$ cat config.mk
export PLATFORM = sky130hd
export DESIGN_NAME = baud_rate_generator_programmable
export DESIGN_NICKNAME = d
export VERILOG_FILES = /design/src/rtl/baud_rate_generator_programmable.sv
export SDC_FILE = /design/constraint.sdc
export NUM_CORES = 1
export LEC_CHECK = 0
export CAP_MARGIN = 20
export CORE_ASPECT_RATIO = 0.9
export CORE_MARGIN = 10
export CORE_UTILIZATION = 47
export DETAILED_ROUTE_END_ITERATION = 16
export PLACE_DENSITY = 0.73
export SKIP_CTS_REPAIR_TIMING = 1
export SLEW_MARGIN = 15
export SYNTH_ARGS = -nofsm -noshare
export SYNTH_HDL_FRONTEND = slang
export SYNTH_SLANG_ARGS = --single-unit
$ cat constraint.sdc
create_clock -name clock -period 6.45 [get_ports clock]
set_input_delay 1.935 -clock clock [delete_from_list [all_inputs] [get_ports clock]]
set_output_delay 1.935 -clock clock [all_outputs]
set_load 0.05 [all_outputs]
$ cat src/rtl/baud_rate_generator_programmable.sv
// Programmable square-wave baud generator: a restoring divider derives the half-period
// from clock/baud settings, and a phase counter drives ClockOut with phase strobes and burst mode.
module baud_rate_generator_programmable #(
  parameter int CF_WIDTH  = 30,
  parameter int BR_WIDTH  = 20,
  parameter int CNT_WIDTH = 16
) (
  input  logic                 clock,
  input  logic                 Reset,
  input  logic                 Load,
  input  logic [BR_WIDTH-1:0]  BaudRate,
  input  logic [CF_WIDTH-1:0]  ClockFrequency,
  input  logic                 Enable,
  input  logic                 Burst,
  input  logic [CNT_WIDTH-1:0] BurstCount,
  output logic                 ClockOut,
  output logic                 RiseStrobe,
  output logic                 FallStrobe,
  output logic                 MidHighStrobe,
  output logic                 MidLowStrobe,
  output logic                 Ready,
  output logic                 Busy,
  output logic                 Done,
  output logic                 ConfigError
);

  localparam int DW  = BR_WIDTH + 1;
  localparam int BCW = $clog2(CF_WIDTH + 1);
  localparam logic [BCW-1:0] LAST_BIT = BCW'(CF_WIDTH - 1);

  typedef enum logic [1:0] {S_IDLE, S_RUN, S_HOLD} state_t;

  // Divider state
  logic                 r_ready;
  logic [BCW-1:0]       r_bcnt;
  logic [DW-1:0]        r_rem;
  logic [DW-1:0]        r_div;
  logic [CF_WIDTH-1:0]  r_quo;
  logic [CF_WIDTH-1:0]  r_half_period;
  logic                 r_config_error;

  logic [DW:0]          w_rem_sh;
  logic                 w_ge;
  logic [DW-1:0]        w_rem_sub;
  logic [CF_WIDTH-1:0]  w_quo_next;

  // Generator state
  state_t               r_state;
  state_t               w_state_next;
  logic [CF_WIDTH-1:0]  r_cnt;
  logic                 r_clk_out;
  logic                 r_burst;
  logic [CNT_WIDTH-1:0] r_left;
  logic                 r_rise;
  logic                 r_fall;
  logic                 r_done;

  logic                 w_start;
  logic                 w_zero_burst;
  logic                 w_terminal;
  logic                 w_last_fall;
  logic                 w_mid;

  // The low DW bits of the difference are exact whenever w_ge holds.
  assign w_rem_sh   = {r_rem, r_quo[CF_WIDTH-1]};
  assign w_ge       = (w_rem_sh >= {1'b0, r_div});
  assign w_rem_sub  = w_rem_sh[DW-1:0] - r_div;
  assign w_quo_next = {r_quo[CF_WIDTH-2:0], w_ge};

  always_ff @(posedge clock or negedge Reset) begin
    if (!Reset) begin
      r_ready        <= 1'b1;
      r_bcnt         <= '0;
      r_rem          <= '0;
      r_div          <= '0;
      r_quo          <= '0;
      r_half_period  <= '0;
      r_config_error <= 1'b0;
    end else if (r_ready) begin
      if (Load) begin
        r_ready <= 1'b0;
        r_bcnt  <= '0;
        r_rem   <= '0;
        r_div   <= {BaudRate, 1'b0};
        r_quo   <= ClockFrequency;
      end
    end else begin
      r_rem  <= w_ge ? w_rem_sub : w_rem_sh[DW-1:0];
      r_quo  <= w_quo_next;
      r_bcnt <= r_bcnt + BCW'(1);
      if (r_bcnt == LAST_BIT) begin
        r_ready <= 1'b1;
        if ((r_div == '0) || (w_quo_next == '0)) begin
          r_config_error <= 1'b1;
        end else begin
          r_half_period  <= w_quo_next;
          r_config_error <= 1'b0;
        end
      end
    end
  end

  assign w_start      = Enable && (r_half_period != '0);
  assign w_zero_burst = Burst && (BurstCount == '0);
  // >= rather than == so a shrinking reload ends the phase immediately
  assign w_terminal   = (r_cnt >= (r_half_period - CF_WIDTH'(1)));
  assign w_last_fall  = w_terminal && r_clk_out && r_burst && (r_left == CNT_WIDTH'(1));
  assign w_mid        = (r_cnt == (r_half_period >> 1));

  always_ff @(posedge clock or negedge Reset) begin
    if (!Reset) begin
      r_state <= S_IDLE;
    end else begin
      r_state <= w_state_next;
    end
  end

  always_comb begin
    w_state_next = r_state;
    case (r_state)
      S_IDLE: begin
        if (w_start) begin
          w_state_next = w_zero_burst ? S_HOLD : S_RUN;
        end
      end
      S_RUN: begin
        if (!Enable) begin
          w_state_next = S_IDLE;
        end else if (w_last_fall) begin
          w_state_next = S_HOLD;
        end
      end
      S_HOLD: begin
        if (!Enable) begin
          w_state_next = S_IDLE;
        end
      end
      default: w_state_next = S_IDLE;
    endcase
  end

  always_ff @(posedge clock or negedge Reset) begin
    if (!Reset) begin
      r_cnt     <= '0;
      r_clk_out <= 1'b0;
      r_burst   <= 1'b0;
      r_left    <= '0;
      r_rise    <= 1'b0;
      r_fall    <= 1'b0;
      r_done    <= 1'b0;
    end else begin
      r_rise <= 1'b0;
      r_fall <= 1'b0;
      r_done <= 1'b0;
      case (r_state)
        S_IDLE: begin
          if (w_start) begin
            r_burst   <= Burst;
            r_left    <= BurstCount;
            r_cnt     <= '0;
            r_clk_out <= 1'b0;
            r_done    <= w_zero_burst;
          end
        end
        S_RUN: begin
          if (!Enable) begin
            r_cnt     <= '0;
            r_clk_out <= 1'b0;
          end else if (w_terminal) begin
            r_cnt     <= '0;
            r_clk_out <= ~r_clk_out;
            if (r_clk_out) begin
              r_fall <= 1'b1;
              if (r_burst) begin
                r_left <= r_left - CNT_WIDTH'(1);
                r_done <= (r_left == CNT_WIDTH'(1));
              end
            end else begin
              r_rise <= 1'b1;
            end
          end else begin
            r_cnt <= r_cnt + CF_WIDTH'(1);
          end
        end
        default: begin
          r_cnt     <= '0;
          r_clk_out <= 1'b0;
        end
      endcase
    end
  end

  always_comb begin
    Busy          = (r_state == S_RUN);
    ClockOut      = r_clk_out;
    RiseStrobe    = r_rise;
    FallStrobe    = r_fall;
    MidHighStrobe = Busy && r_clk_out && w_mid;
    MidLowStrobe  = Busy && !r_clk_out && w_mid;
    Ready         = r_ready;
    Done          = r_done;
    ConfigError   = r_config_error;
  end

endmodule

=== Word-level counts from Yosys, hierarchy flattened ===
Cells that the tools add are included.

* Register bits: 161
* Output and inout port bits: 9
* Word-level logic and storage cells: 108

* Add/subtract/negate cells: 5
* Magnitude comparators: 2
* Equal/unequal tests: 14
* Muxes and demuxes: 45
* Bitwise operators: 3
* Reduce and logical (&&, ||, !) cells: 24

{| class="wikitable"
|+ Operators with widths
! cell !! count
|-
| 30-bit two-way mux || 5
|-
| 16-bit two-way mux || 5
|-
| 21-bit two-way mux || 3
|-
| 30-bit case mux with 2 select lines || 1
|-
| 16-bit case mux with 2 select lines || 1
|-
| 30-bit by 1-bit adder with 30-bit output, second input constant || 1
|-
| 30-bit by 29-bit == test with 1-bit output || 1
|-
| 30-bit >= comparator || 1
|-
| 30-bit logical NOT || 1
|-
| 30-bit nonzero test || 1
|-
| 30-bit by 1-bit subtractor with 30-bit output, second input constant || 1
|-
| 22-bit by 21-bit >= comparator with 1-bit output || 1
|-
| 21-bit logical NOT || 1
|-
| 21-bit subtractor || 1
|-
| 1-bit two-way mux || 20
|-
| 16-bit by 1-bit == test with 1-bit output, second input constant || 1
|-
| 16-bit logical NOT || 1
|-
| 16-bit by 1-bit subtractor with 16-bit output, second input constant || 1
|-
| 2-bit two-way mux || 5
|-
| 5-bit two-way mux || 2
|-
| 1-bit logical AND || 9
|-
| 2-bit inequality test, second input constant || 4
|-
| 2-bit AND reduction || 4
|-
| 2-bit by 1-bit inequality test with 1-bit output, second input constant || 3
|-
| 14 further kinds || 19
|}

=== Depth between registers and ports, before layout ===
Gate-level depths: netlist of the first run.

* Word-level depth: 8
* Depth in mapped cells: 19
* Mapped depth without buffers: 15

=== Worst setup path before layout of the first run ===
No wires, ideal clock.

* Path kind: register -> output
* Start point: register r_state[0]
* End point: output port MidHighStrobe
* Data arrival time: 3,022 ps
* Slack: 1,493 ps
* Stages on the path, launching flop included: 6
* Buffers on the path: 2
* Cell sequence: dfrtp_1 -> clkbuf_1 -> nand2b_1 -> clkbuf_1 -> or4_1 -> nor4_1

* Longest elaborated chain between the ends: 3

{| class="wikitable"
|+ RTL lines
! element !! RTL line !! RTL
|-
| start, declared || 48 || <nowiki>state_t r_state;</nowiki>
|-
| start signal, assigned || 114 || <nowiki>r_state <= w_state_next;</nowiki>
|-
| 2-bit by 1-bit == test with 1-bit output || 194 || <nowiki>Busy = (r_state == S_RUN);</nowiki>
|-
| 1-bit logical AND (2 in series) || 198 || <nowiki>MidHighStrobe = Busy && r_clk_out && w_mid;</nowiki>
|-
| end, declared || 19 || <nowiki>output logic MidHighStrobe,</nowiki>
|}

Every way passes these cells.

=== Final worst setup path of the first run ===
* Start point: register r_cnt[18]
* End point: output port MidHighStrobe

* Longest elaborated chain between the ends: 2

{| class="wikitable"
|+ RTL lines
! element !! RTL line !! RTL
|-
| start, declared || 50 || <nowiki>logic [CF_WIDTH-1:0] r_cnt;</nowiki>
|-
| start signal, assigned || 182 || <nowiki>r_cnt <= r_cnt + CF_WIDTH'(1);</nowiki>
|-
| 30-bit by 29-bit == test with 1-bit output || 108 || <nowiki>assign w_mid = (r_cnt == (r_half_period >> 1));</nowiki>
|-
| 1-bit logical AND || 198 ||
|}

Every way passes these cells.

==> results.ini, run 1 <==
[outcome]
status=finished clean

[route]
ant_nets=0
drc=0
avgViaCountPerCell=5.68
vias=8181
post_drt_wl_per_cell_microns=17.6
drt-pass1-iter-count=7
routed_wl_mm=25.3
drt_iter0_markers=585

[sta]
hold_viol_final=0
fin_setup_tns_ns=0
max-slew-margin-rel_pct=45.4
tightest_slew_ns=0.817
layout_worst_path_cycle_share_pct=79.7
max_freq_ghz=0.195
maxSlewViolCount=0
rsz0062_at_grt=no
fin_crit_ns=5.14
finalSetupViolCount=0
fin_skew_ns=0.0207

[place]
place_hpwl_mm=18.4
io_buffers=79
globalplace.congestion=0.903
place_inst=1407

[floorplan]
rows=51
ios=80
dieHeight_microns=160
start_util_pct=47.4
die_w_microns=175
coreArea_sq_mm=0.0215
die_area_sq_mm=0.0280

[pwr]
powerDensity_mw_per_mm2=502
ir_drop_v=0.000218
p_leak_nw=5.19

[cts]
cts_buffer_depth=2
root_buffer=clkbuf_16
cts_tree=yes
clock-sinks=161
cts-buffers-inserted=17
clk_pin_slew_ns=0.07
htree_num_levels=4
clk_latency_ns=0.43

[synthesis]
ys_async_sr_fraction_pct=100
ys.warnings.count=0
ys_ff_latch=161
synth.avg_cell_area_sq_um=9.47
synth-edff-count=0
syn-cell-area_sq_mm=0.0102
synth_cell_types=70
synth_ff_type=dfrtp_1
synth_cells=1078
synth.net_count=1206
ys_seq_area_share_pct=39.5

[grt]
grt_max_degree=94
overflow=0
grt_pass1_wl_mm=42.8
antenna_found_initial=0
track_usage_pct=18.3
grt_pass1_vias=8302

[flow_run]
maxCapViolCount=0

[layout]
fin_cells=1440
syn2layout_area_growth_pct=15.6
fin_nets=1264
drive_gt1_share_pct=9.57
final_common_cell=dfrtp_1
final_cell_mix=dfrtp_1, nor2_1, a21oi_1
seq_area_sq_mm=0.00403
antenna_cells=0
multiInputGateArea_sq_mm=0.00581
fillers=1925

[setup_path]
r2r_setup_slack_ns=1.72
cp-start-kind=register
crit_chain=xnor2_1 -> nand4_1 -> or4_1 -> nor4_1 -> clkdlybuf4s50_1
cpMaxStageDelayCell=clkdlybuf4s50_1
slowest_delay_ns=0.89
crit_required_ns=4.51
path_max_fanout=6
end_kind=output port
cp.arrival_ns=3.20
criticalPathCategory=register to output port

[hold_path]
min_path_type=register to register

registers in the layout, indices dropped and copies added (netlist names):
name / flops
r_cnt: 30
r_half_period: 30
r_quo: 30
r_rem: 21
r_div: 20
r_left: 16
r_bcnt: 5
r_state: 2
ClockOut: 1
ConfigError: 1
Done: 1
FallStrobe: 1
Ready: 1
RiseStrobe: 1
r_burst: 1
report_power, final:
group          switching, mW  internal [mW]  total [mW]
clock                  0.439          0.558       0.997
sequential             0.459           1.40        1.85
combinational           1.64           1.42        3.07
total                   2.54           3.38        5.92
Yosys cell counts (14+ instances only):
library cell	count	area, sq um
a21o_1	18	135
o21ai_0	21	105
nand4_1	21	131
a21oi_1	90	450
xor2_1	60	526
nand2_1	65	244
inv_1	37	139
nand3_1	25	125
xnor2_1	39	342
nor2_1	112	420
nor4_1	30	188
or4_1	14	105
clkbuf_1	30	113
o22ai_1	24	150
dfrtp_1	160	4000
mux2i_1	44	440
nor3_1	37	185
mux2_2	49	552
ha_1	56	701
final cells by class:
type	instances	share of cell area [%]
inverters	38	1.21
clock buffers	19	3.84
well taps	291	3.09
multi-input cells	830	49.3
flip-flops and latches	161	34.2
repair buffers	88	7.33
clock inverters	13	1.08
cells by family after synthesis:
| family | Yosys count | share of synthesized area [%] |
|---|---|---|
| xor gates and xnor gates | 99 | 8.50 |
| and+or+nand+nor | 373 | 18.9 |
| adders and majority gates | 57 | 7.06 |
| buffers and inverters | 87 | 3.59 |
| DFF | 161 | 39.5 |
| AOI/OAI and AO/OA | 205 | 12.2 |
| muxes | 96 | 10.2 |
layer usage:
layer | vias to the layer above | part of all wire, % | track usage, % | routed length [microns]
li1 | 4010 | - | - | -
met1 | 3962 | 50 | 26.0 | 12600
met2 | 190 | 45 | 28.0 | 11300
met3 | 19 | 4.5 | 3.58 | 1130
met4 | 0 | 0.91 | 4.20 | 231
met5 | - | 0 | 0 | 0
through the flow:
stage / util, % / setup WS (ns) / hold WS (ns) / area, sq um / power [mW]
6_report: 54.8 / 1.31 / 0.524 / 11800 / 5.92
4_1_cts: 54.8 / 1.36 / 0.526 / 11800 / 5.92
3_5_place_dp: 52.1 / 1.82 / 0.511 / 11200 / 4.88
2_1_floorplan: - / 1.49 / 0.468 / 10200 / 4.17
3_3_place_gp: 52.1 / 1.82 / 0.497 / 11200 / 4.78
5_1_grt: 54.8 / 1.25 / 0.545 / 11800 / 6.45
worst max-delay path: cells and delay by family, from the launching register on:
family	cells	cell delay [ns]
and+or+nand+nor	3	1.06
buffers and inverters	1	0.89
DFF	1	0.45
xor gates and xnor gates	1	0.37
path summary, 6_finish.rpt:
kind | cells after the start | start | endpoint
setup / recovery | 5 | r_cnt[18] | MidHighStrobe
hold / removal | 1 | r_quo[29] | r_rem[0]
setup reg to reg | 16 | r_half_period[1] | r_left[1]
hold reg to reg | 1 | r_quo[29] | r_rem[0]
max in group asynchronous | 2 | Reset | Ready
min in group asynchronous | 1 | Reset | r_rem[3]
No activity file was read; power rests on OpenSTA's default activity.
==> run 2, diff against run 1 <==
Settings changed: PLACE_DENSITY 0.73 to 0.75.
Clock period 6.45 ns to 4.45 ns, I/O delays scaled along.
==> results.ini, run 2 (same netlist as run 1, synthesis figures left out) <==
[sta]
rsz0062_at_grt=no  ; unchanged
max_freq_ghz=0.235
tightest_slew_ns=0.845  ; was 0.817 ns
layout_worst_path_cycle_share_pct=95.7
hold_viol_final=0  ; unchanged
fin_crit_ns=4.26
holdWs_ns=0.522  ; was 0.524 ns
fin_setup_tns_ns=0  ; unchanged
finalSetupViolCount=0  ; unchanged
fin_skew_ns=0.0192  ; was 0.0207 ns
maxSlewViolCount=0  ; unchanged
max-slew-margin-rel_pct=43.6  ; was 45.4%

[route]
post_drt_wl_per_cell_microns=17.7  ; was 17.6 microns
routed_wl_mm=25.5  ; was 25.3 mm
drt-pass1-iter-count=6  ; was 7
avgViaCountPerCell=5.79  ; was 5.68
vias=8345  ; was 8,181
drc=0  ; unchanged
ant_nets=0  ; unchanged
drt_iter0_markers=669  ; was 585

[place]
place_area_sq_mm=0.0113  ; was 0.0112 sq mm
place_inst=1411  ; was 1,407
globalplace.congestion=0.947  ; was 0.903
place_hpwl_mm=18.5  ; was 18.4 mm
io_buffers=79  ; unchanged

[outcome]
status=finished clean  ; unchanged

[floorplan]
rows=51  ; unchanged
start_util_pct=47.4  ; unchanged
ios=80  ; unchanged
coreArea_sq_mm=0.0215  ; unchanged
die_w_microns=175  ; unchanged
dieHeight_microns=160  ; unchanged
die_area_sq_mm=0.0280  ; unchanged

[grt]
grt_max_degree=83  ; was 94
grt_pass1_vias=8200  ; was 8,302
overflow=0  ; unchanged
antenna_found_initial=0  ; unchanged
grt_pass1_wl_mm=42.8  ; about the same
track_usage_pct=18.4  ; was 18.3%

[flow_run]
maxCapViolCount=0  ; unchanged

[layout]
final_cell_mix=dfrtp_1, nor2_1, a21oi_1  ; unchanged
largestRegisters=r_cnt: 30 flops, r_half_period: 30 flops, r_quo: 30 flops  ; unchanged
fin_nets=1267  ; was 1,264
drive_gt1_share_pct=9.82  ; was 9.57%
final_common_cell=dfrtp_1  ; unchanged
final_cell_area_sq_mm=0.0118  ; about the same
fin_cells=1442  ; was 1,440
antenna_cells=0  ; unchanged
syn2layout_area_growth_pct=16.1  ; was 15.6%

[setup_path]
path_max_fanout=6  ; unchanged
cpMaxStageDelayCell=nor4_1  ; was clkdlybuf4s50_1
cp-start-kind=register  ; unchanged
end_kind=output port  ; unchanged
crit_chain=xnor2_1 -> nand4_1 -> or4_1 -> nor4_1 -> buf_12  ; was xnor2_1 -> nand4_1 -> or4_1 -> nor4_1 -> clkdlybuf4s50_1
cp.arrival_ns=2.92  ; was 3.20 ns
criticalPathCategory=register to output port  ; unchanged
crit_required_ns=3.12  ; was 4.51 ns
slowest_delay_ns=0.70  ; was 0.89 ns

[cts]
htree_num_levels=4  ; unchanged
cts-buffers-inserted=17  ; unchanged
cts_tree=yes  ; unchanged
root_buffer=clkbuf_16  ; unchanged
cts_buffer_depth=2  ; unchanged
clock-sinks=161  ; unchanged
clk_pin_slew_ns=0.07  ; about the same
clk_latency_ns=0.43  ; about the same

[pwr]
p_leak_nw=5.21  ; was 5.19 nW
ir_drop_v=0.000308  ; was 0.000218 V
powerDensity_mw_per_mm2=725  ; was 502 mW/mm^2

[hold_path]
min_path_type=register to register  ; unchanged

==> run 2: changes by cell type in the layout (fill, tap and decap cells not counted), moves of 2 or more <==
cell	before	now
clkinv_4	4	1
clkbuf_1	0	3
clkdlybuf4s50_1	77	75
buf_12	1	4
buf_4	7	10
clkinvlp_4	3	5
==> run 2: through the flow <==
step	setup WS (ns)	utilization [%]	total power [mW]
6_report	0.191	55.1	8.59
5_1_grt	0.0404	55.1	9.35
4_1_cts	0.170	55.0	8.54
3_5_place_dp	0.204	52.4	7.09
3_3_place_gp	0.343	52.4	6.93
2_1_floorplan	0.0926	-	6.05
==> run 2: layout make-up <==
cell class	count	area [sq um]
Tap cell	291	364
Sequential cell	161	4030
Timing Repair Buffer	91	922
Fill cell	1873	9660
Clock inverter	10	103
Multi-Input combinational cell	830	5840
Inverter	38	143
Clock buffer	21	450
==> run 2: final timing paths <==
check | endpoint | startpoint | slack, ns | depth (start not counted)
worst min register to register | ConfigError | ConfigError | 0.52 | 2
worst min-delay path | ConfigError | ConfigError | 0.52 | 2
max in group asynchronous | r_cnt[8] | Reset | 2.70 | 2
worst max register to register | r_cnt[8] | r_half_period[7] | 0.37 | 17
min in group asynchronous | r_bcnt[0] | Reset | 0.76 | 1
worst max-delay path | MidLowStrobe | r_cnt[18] | 0.19 | 5
==> run 2: layer usage <==
metal  global-route usage [%]  routed length [microns]  share of wire (%)
met1                     26.4                    12400                 49
met2                     28.0                    11500                 45
met3                     2.99                     1180                4.6
met4                     5.31                      382                1.5
met5                        0                        0                  0
==> run 2: worst max-delay path, delay by kind of cell (launching register included) <==
kind	cells	cell delay, ns
flip-flops	1	0.48
XOR/XNOR	1	0.38
buffers and inverters	1	0.22
AND/OR/NAND/NOR	3	1.40
==> run 2: power breakdown <==
part	leakage (nW)	internal (mW)	switching [mW]
Clock	0.253	0.788	0.621
Combinational	2.95	2.09	2.39
Sequential	2.00	2.02	0.681
Total	5.21	4.90	3.70
